===== config.mk =====
export PLATFORM = sky130hd
export DESIGN_NAME = floor_call_scheduler
export DESIGN_NICKNAME = d
export VERILOG_FILES = /design/src/rtl/escalator_pkg.sv /design/src/rtl/call_sync_edge.sv /design/src/rtl/floor_call_scheduler.sv
export SDC_FILE = /design/constraint.sdc
export NUM_CORES = 1
export LEC_CHECK = 0
export ABC_AREA = 1
export CORE_MARGIN = 3
export CORE_UTILIZATION = 54
export CTS_BUF_LIST = sky130_fd_sc_hd__clkbuf_8
export DETAILED_ROUTE_END_ITERATION = 10
export HOLD_SLACK_MARGIN = 0.08
export PLACE_DENSITY = 0.75
export SYNTH_ARGS = -nofsm -noshare
export SYNTH_HDL_FRONTEND = slang
export SYNTH_SLANG_ARGS = --single-unit
export TNS_END_PERCENT = 20

===== constraint.sdc =====
create_clock -name clk -period 4.7 [get_ports clk]
set_input_delay 0.47 -clock clk [delete_from_list [all_inputs] [get_ports clk]]
set_output_delay 0.47 -clock clk [all_outputs]
set_load 0.01 [all_outputs]

===== src/rtl/escalator_pkg.sv =====
`default_nettype none
// +--------------------------------------------------------------------+
// | escalator_pkg                                                      |
// | Shared floor encodings, scheduler states and one-hot helpers.      |
// | Revision: 1.0                                                      |
// +--------------------------------------------------------------------+
package escalator_pkg;

    typedef logic [3:0] floor_t;

    localparam floor_t FLOOR_0 = 4'b0001;
    localparam floor_t FLOOR_1 = 4'b0010;
    localparam floor_t FLOOR_2 = 4'b0100;
    localparam floor_t FLOOR_3 = 4'b1000;

    typedef enum logic [1:0] {
        IDLE    = 2'd0,
        MOVE_UP = 2'd1,
        MOVE_DN = 2'd2,
        DOOR    = 2'd3
    } state_t;

    function automatic logic is_onehot(input floor_t v);
        return (v != 4'd0) && ((v & (v - 4'd1)) == 4'd0);
    endfunction

    function automatic floor_t lowest_bit(input floor_t v);
        return v & (~v + 4'd1);
    endfunction

    function automatic floor_t highest_bit(input floor_t v);
        floor_t r;
        r = '0;
        for (int i = 0; i < 4; i++) begin
            if (v[i]) begin
                r    = '0;
                r[i] = 1'b1;
            end
        end
        return r;
    endfunction

    // pf is assumed one-hot: (pf - 1) is exactly the set of floors below it
    function automatic floor_t above_mask(input floor_t pend, input floor_t pf);
        return pend & ~(pf | (pf - 4'd1));
    endfunction

    function automatic floor_t below_mask(input floor_t pend, input floor_t pf);
        return pend & (pf - 4'd1);
    endfunction

endpackage
`default_nettype wire


===== src/rtl/call_sync_edge.sv =====
`default_nettype none
// +--------------------------------------------------------------------+
// | call_sync_edge                                                     |
// | Two-flop synchronizer per bit followed by rising-edge detect.      |
// | Revision: 1.0                                                      |
// +--------------------------------------------------------------------+
module call_sync_edge #(
    parameter int WIDTH = 4
) (
    input  logic             clk,
    input  logic             rst_n,
    input  logic [WIDTH-1:0] i_btn,
    output logic [WIDTH-1:0] o_rise
);

    logic [WIDTH-1:0] r_sync1;
    logic [WIDTH-1:0] r_sync2;
    logic [WIDTH-1:0] r_prev;

    always_ff @(posedge clk) begin
        if (!rst_n) begin
            r_sync1 <= '0;
            r_sync2 <= '0;
            r_prev  <= '0;
        end else begin
            r_sync1 <= i_btn;
            r_sync2 <= r_sync1;
            r_prev  <= r_sync2;
        end
    end

    assign o_rise = r_sync2 & ~r_prev;

endmodule
`default_nettype wire


===== src/rtl/floor_call_scheduler.sv =====
`default_nettype none
// +--------------------------------------------------------------------+
// | floor_call_scheduler                                               |
// | Latches floor calls and serves them in SCAN order with door dwell. |
// | Revision: 1.0                                                      |
// +--------------------------------------------------------------------+
module floor_call_scheduler
    import escalator_pkg::*;
#(
    parameter int DWELL_TICKS = 3,
    parameter int N_FLOORS    = 4
) (
    input  logic                clk,
    input  logic                rst_n,
    input  logic [N_FLOORS-1:0] call_btn,
    input  logic [N_FLOORS-1:0] present_floor,
    input  logic                tick,
    output logic [N_FLOORS-1:0] requested_floor,
    output logic [N_FLOORS-1:0] pending,
    output logic                door_open,
    output logic                dir_up,
    output logic                busy
);

    localparam int                 c_cnt_w = $clog2(DWELL_TICKS + 1);
    localparam logic [c_cnt_w-1:0] c_dwell = c_cnt_w'(DWELL_TICKS);
    localparam logic [c_cnt_w-1:0] c_one   = c_cnt_w'(1);

    state_t              r_state;
    state_t              w_state_nxt;
    logic [N_FLOORS-1:0] r_pending;
    logic [N_FLOORS-1:0] w_pending_nxt;
    logic [N_FLOORS-1:0] r_req_last;
    logic [N_FLOORS-1:0] w_req;
    logic [N_FLOORS-1:0] w_press;
    logic [N_FLOORS-1:0] w_above;
    logic [N_FLOORS-1:0] w_below;
    logic [N_FLOORS-1:0] w_near_up;
    logic [N_FLOORS-1:0] w_near_dn;
    logic [N_FLOORS-1:0] w_set;
    logic [N_FLOORS-1:0] w_clr;
    logic [c_cnt_w-1:0]  r_cnt;
    logic [c_cnt_w-1:0]  w_cnt_nxt;
    logic                r_dir_up;
    logic                w_dir_nxt;
    logic                r_door;
    logic                w_door_nxt;
    logic                w_valid;
    logic                w_at_call;
    logic                w_enter_door;

    call_sync_edge #(
        .WIDTH (N_FLOORS)
    ) u_call_sync_edge (
        .clk    (clk),
        .rst_n  (rst_n),
        .i_btn  (call_btn),
        .o_rise (w_press)
    );

    assign w_valid   = is_onehot(present_floor);
    assign w_above   = above_mask(r_pending, present_floor);
    assign w_below   = below_mask(r_pending, present_floor);
    assign w_near_up = lowest_bit(w_above);
    assign w_near_dn = highest_bit(w_below);
    assign w_at_call = |(r_pending & present_floor);

    always_comb begin
        w_state_nxt  = r_state;
        w_dir_nxt    = r_dir_up;
        w_door_nxt   = r_door;
        w_cnt_nxt    = r_cnt;
        w_enter_door = 1'b0;
        w_req        = present_floor;

        case (r_state)
            IDLE: begin
                if (w_valid) begin
                    if (w_at_call) begin
                        w_enter_door = 1'b1;
                    end else if (|w_above) begin
                        w_state_nxt = MOVE_UP;
                        w_dir_nxt   = 1'b1;
                    end else if (|w_below) begin
                        w_state_nxt = MOVE_DN;
                        w_dir_nxt   = 1'b0;
                    end
                end
            end
            MOVE_UP: begin
                w_req = (|w_above) ? w_near_up : present_floor;
                if (w_valid) begin
                    if (w_at_call)
                        w_enter_door = 1'b1;
                    else if (!(|w_above))
                        w_state_nxt = IDLE;
                end
            end
            MOVE_DN: begin
                w_req = (|w_below) ? w_near_dn : present_floor;
                if (w_valid) begin
                    if (w_at_call)
                        w_enter_door = 1'b1;
                    else if (!(|w_below))
                        w_state_nxt = IDLE;
                end
            end
            DOOR: begin
                if (w_valid) begin
                    // A fresh press at the open floor keeps the door open instead of queueing
                    if (|(w_press & present_floor)) begin
                        w_cnt_nxt = c_dwell;
                    end else if (tick) begin
                        if (r_cnt == c_one) begin
                            w_door_nxt = 1'b0;
                            if (r_dir_up) begin
                                if (|w_above) begin
                                    w_state_nxt = MOVE_UP;
                                end else if (|w_below) begin
                                    w_state_nxt = MOVE_DN;
                                    w_dir_nxt   = 1'b0;
                                end else begin
                                    w_state_nxt = IDLE;
                                end
                            end else begin
                                if (|w_below) begin
                                    w_state_nxt = MOVE_DN;
                                end else if (|w_above) begin
                                    w_state_nxt = MOVE_UP;
                                    w_dir_nxt   = 1'b1;
                                end else begin
                                    w_state_nxt = IDLE;
                                end
                            end
                        end else begin
                            w_cnt_nxt = r_cnt - c_one;
                        end
                    end
                end
            end
            default: w_state_nxt = IDLE;
        endcase

        if (w_enter_door) begin
            w_state_nxt = DOOR;
            w_cnt_nxt   = c_dwell;
            w_door_nxt  = 1'b1;
        end
    end

    // Clear of the served floor overrides any simultaneous press there
    assign w_set         = w_press & ~(((r_state == DOOR) && w_valid) ? present_floor : '0);
    assign w_clr         = w_enter_door ? present_floor : '0;
    assign w_pending_nxt = (r_pending | w_set) & ~w_clr;

    always_ff @(posedge clk) begin
        if (!rst_n) begin
            r_state    <= IDLE;
            r_pending  <= '0;
            r_req_last <= FLOOR_0;
            r_door     <= 1'b0;
            r_dir_up   <= 1'b1;
            r_cnt      <= '0;
        end else begin
            r_state    <= w_state_nxt;
            r_pending  <= w_pending_nxt;
            r_req_last <= requested_floor;
            r_door     <= w_door_nxt;
            r_dir_up   <= w_dir_nxt;
            r_cnt      <= w_cnt_nxt;
        end
    end

    // An invalid floor reading freezes the target at its last presented value
    assign requested_floor = w_valid ? w_req : r_req_last;
    assign pending         = r_pending;
    assign door_open       = r_door;
    assign dir_up          = r_dir_up;
    assign busy            = (r_state != IDLE);

endmodule
`default_nettype wire


==> results.json <==
{
  "avgSynthCellArea_um2": 6.90,
  "dieArea_um2": 3920,
  "cts_buffers": 3,
  "die_w_um": 62.6,
  "io_pins": 22,
  "cts_setup_buffers": 0,
  "setup_tns_ns": 0,
  "end_kind": "primary output",
  "antenna_found_initial": 0,
  "gp_congestion": 0.957,
  "postRouteAntennaNets": 0,
  "die_y_um": 62.6,
  "whs_ns": 0.419,
  "postSynthCellCount": 251,
  "hpwl_um": 2960,
  "status": "finished, final reports clean",
  "ys.flop_type": "dfxtp_1",
  "finalSetupViolations": 0,
  "worst_path_max_delay_cell": "clkdlybuf4s50_1",
  "hp-class": "reg -> reg",
  "ys_types": 34,
  "design.core.area_um2": 2900,
  "period_minus_slack_ns": 3.58,
  "grt_max_degree": 24,
  "clkLatencyLatePin_ns": 0.27,
  "hold_viol": 0,
  "crit_family": "buffers and inverters",
  "synth-seq-cells": 26,
  "routed_wl_um": 3830,
  "crit_type": "in -> out",
  "routed_via_density": 5.02,
  "tightest_slew_ns": 0.797,
  "synth_compound_area_share_pct": 11.1,
  "holdBufCountCts": 0,
  "cts.clk_slew.worst_paths_ns": 0.10,
  "gr-usage-all-layers_pct": 21.1,
  "slew_headroom_pct": 46.7,
  "cts.htree.levels": 1,
  "timing.critical_path.mode_cell": "nand2_1",
  "syn_area_um2": 1730,
  "placementRows": 19,
  "synthMuxAreaShare_pct": 0,
  "syn-num-nets": 274,
  "finalMaxSlewViolations": 0,
  "cp.required_ns": 4.23,
  "synth-xor-area-share_pct": 0,
  "slowest_delay_ns": 0.63,
  "path_max_fanout": 8,
  "drv_cap": 0,
  "fmax_mhz": 279,
  "fin_skew_ns": 0.00700,
  "route.detailed.drc": 0,
  "first_pass_iters": 5,
  "via_count": 1587,
  "synthAdderAreaFrac_pct": 8.67,
  "crit_chain": "clkdlybuf4s50_1 > inv_1 > ha_1 > inv_1 > ha_1 > nand2_1 > nand2_1 > inv_1 > nand2_2 > o21ai_1 > nand2_1 > nand3_1 > nand2_1 > nand2_1 > clkdlybuf4s50_1",
  "ir_worst_vdd_mv": 0.280,
  "cts.sinks": 26,
  "rsz0062_at_grt": "no",
  "cts_max_path_buffers": 2,
  "grt_pass1_wl_um": 6710,
  "synth_edf_count": 0,
  "grt_pass1_vias": 1480,
  "postCtsResizedCells": 0,
  "start_kind": "input port",
  "worstPathArrival_ns": 3.11,
  "place.port_buffers": 21,
  "num_antenna_cells": 0,
  "synthArstFlopShare_pct": 0,
  "grt_overflow": 0,
  "synth_top_family_by_area": "simple AND/OR/NAND/NOR gates",
  "post_drt_wl_per_cell_um": 12.1,
  "post_route_cells_drive_above_1_share_pct": 13.5,
  "powerDensity_nw_per_um2": 383,
  "synthSimpleGateAreaFrac_pct": 40.0,
  "drt_iter0_markers": 81,
  "timing.final.crit_share_pct": 76.2,
  "root_buffer": "clkbuf_8",
  "ys_warn_count": 0,
  "num-nets-final": 298,
  "path_buf_inv": 5,
  "initial_utilization_pct": 59.7,
  "seq_area_frac_synth_pct": 30.1,
  "cts_tree": "built",
  "p_leak_nw": 0.986,
  "area_delta_synth_final_pct": 17.8
}
-- cell usage after synthesis, drive strengths merged (2+ instances only) --
cell type / instances / area [um^2]
ha: 12 / 150
and2: 2 / 15.0
o21bai: 2 / 15.0
nand2: 77 / 334
clkinv: 2 / 7.51
nand4: 2 / 18.8
o21ai: 9 / 45.0
inv: 42 / 160
a31oi: 5 / 31.3
nor2: 24 / 134
a21oi: 14 / 77.6
dfxtp: 26 / 521
nand3: 26 / 170
-- state kept, by name, summed over array words and instances (netlist names) --
signal,count
pending,4
r_req_last,4
u_call_sync_edge.r_prev,4
u_call_sync_edge.r_sync1,4
u_call_sync_edge.r_sync2,4
r_cnt,2
r_state,2
dir_up,1
door_open,1
-- metal layers --
metal	GRT usage, %	part of all wire [%]
met1	29.5	51
met2	33.0	41
met3	3.96	6.5
met4	5.51	1.4
met5	0	0
-- worst paths after layout --
kind	startpoint	to	slack [ns]	cells past startpoint
max	present_floor[1]	requested_floor[3]	1.12	15
min	u_call_sync_edge.r_sync1[3]	u_call_sync_edge.r_sync2[3]	0.42	2
max reg2reg	r_state[1]	pending[3]	2.94	6
min reg2reg	u_call_sync_edge.r_sync1[3]	u_call_sync_edge.r_sync2[3]	0.42	2
-- stage by stage --
step	cell area [um^2]	setup slack [ns]	cells	utilization, %	total power [mW]
6_report	2040	1.12	316	70.4	0.782
2_1_floorplan	1730	2.42	251	-	0.523
3_5_place_dp	1990	1.14	312	68.5	0.632
5_1_grt	2040	0.898	316	70.4	0.844
3_3_place_gp	1990	1.17	312	68.5	0.631
4_1_cts	2040	1.13	316	70.4	0.778
-- layout make-up --
class / count / area [um^2]
fillers: 261 / 860
well taps: 42 / 52.6
multi-input cells: 179 / 1030
flip-flops and latches: 26 / 520
clock buffers: 4 / 55.1
inverters: 44 / 168
repair buffers: 21 / 210
-- cells by family (layout without fill, tap and decap cells) --
kind of cell / Yosys count / in the layout
simple gates: 134 / 134
fa+ha+maj: 12 / 12
compound gates: 33 / 33
buf+inv: 46 / 69
flops: 26 / 26
-- cell usage in the layout, fill, tap and decap left out, drive strengths merged --
| cell type | instances |
|---|---|
| nand3b | 1 |
| inv | 42 |
| nand4 | 2 |
| nor2 | 24 |
| clkinv | 2 |
| a21oi | 14 |
| nor3 | 1 |
| o21ai | 9 |
| clkdlybuf4s50 | 21 |
| o2111ai | 1 |
| a31oi | 5 |
| ha | 12 |
| and2 | 2 |
| nand2 | 77 |
| nor3b | 1 |
| o21bai | 2 |
| clkbuf | 4 |
| o211ai | 1 |
| a21boi | 1 |
| nand3 | 26 |
| dfxtp | 26 |
-- worst register-to-register path, stage by stage (launching register included) --
cell and delay (ns):
dfxtp_1 0.41, ha_1 0.34, inv_1 0.21, nor2_1 0.34, nand2_1 0.09, a31oi_1 0.21
nor2_1 0.06
-- where the power goes --
| part | total, mW | switching [mW] | internal [mW] |
|---|---|---|---|
| Sequential | 0.266 | 0.0217 | 0.244 |
| Clock | 0.147 | 0.0718 | 0.0749 |
| Combinational | 0.369 | 0.218 | 0.151 |
| Total | 0.782 | 0.312 | 0.470 |
Note: power is estimated with default switching activity, not from simulation.
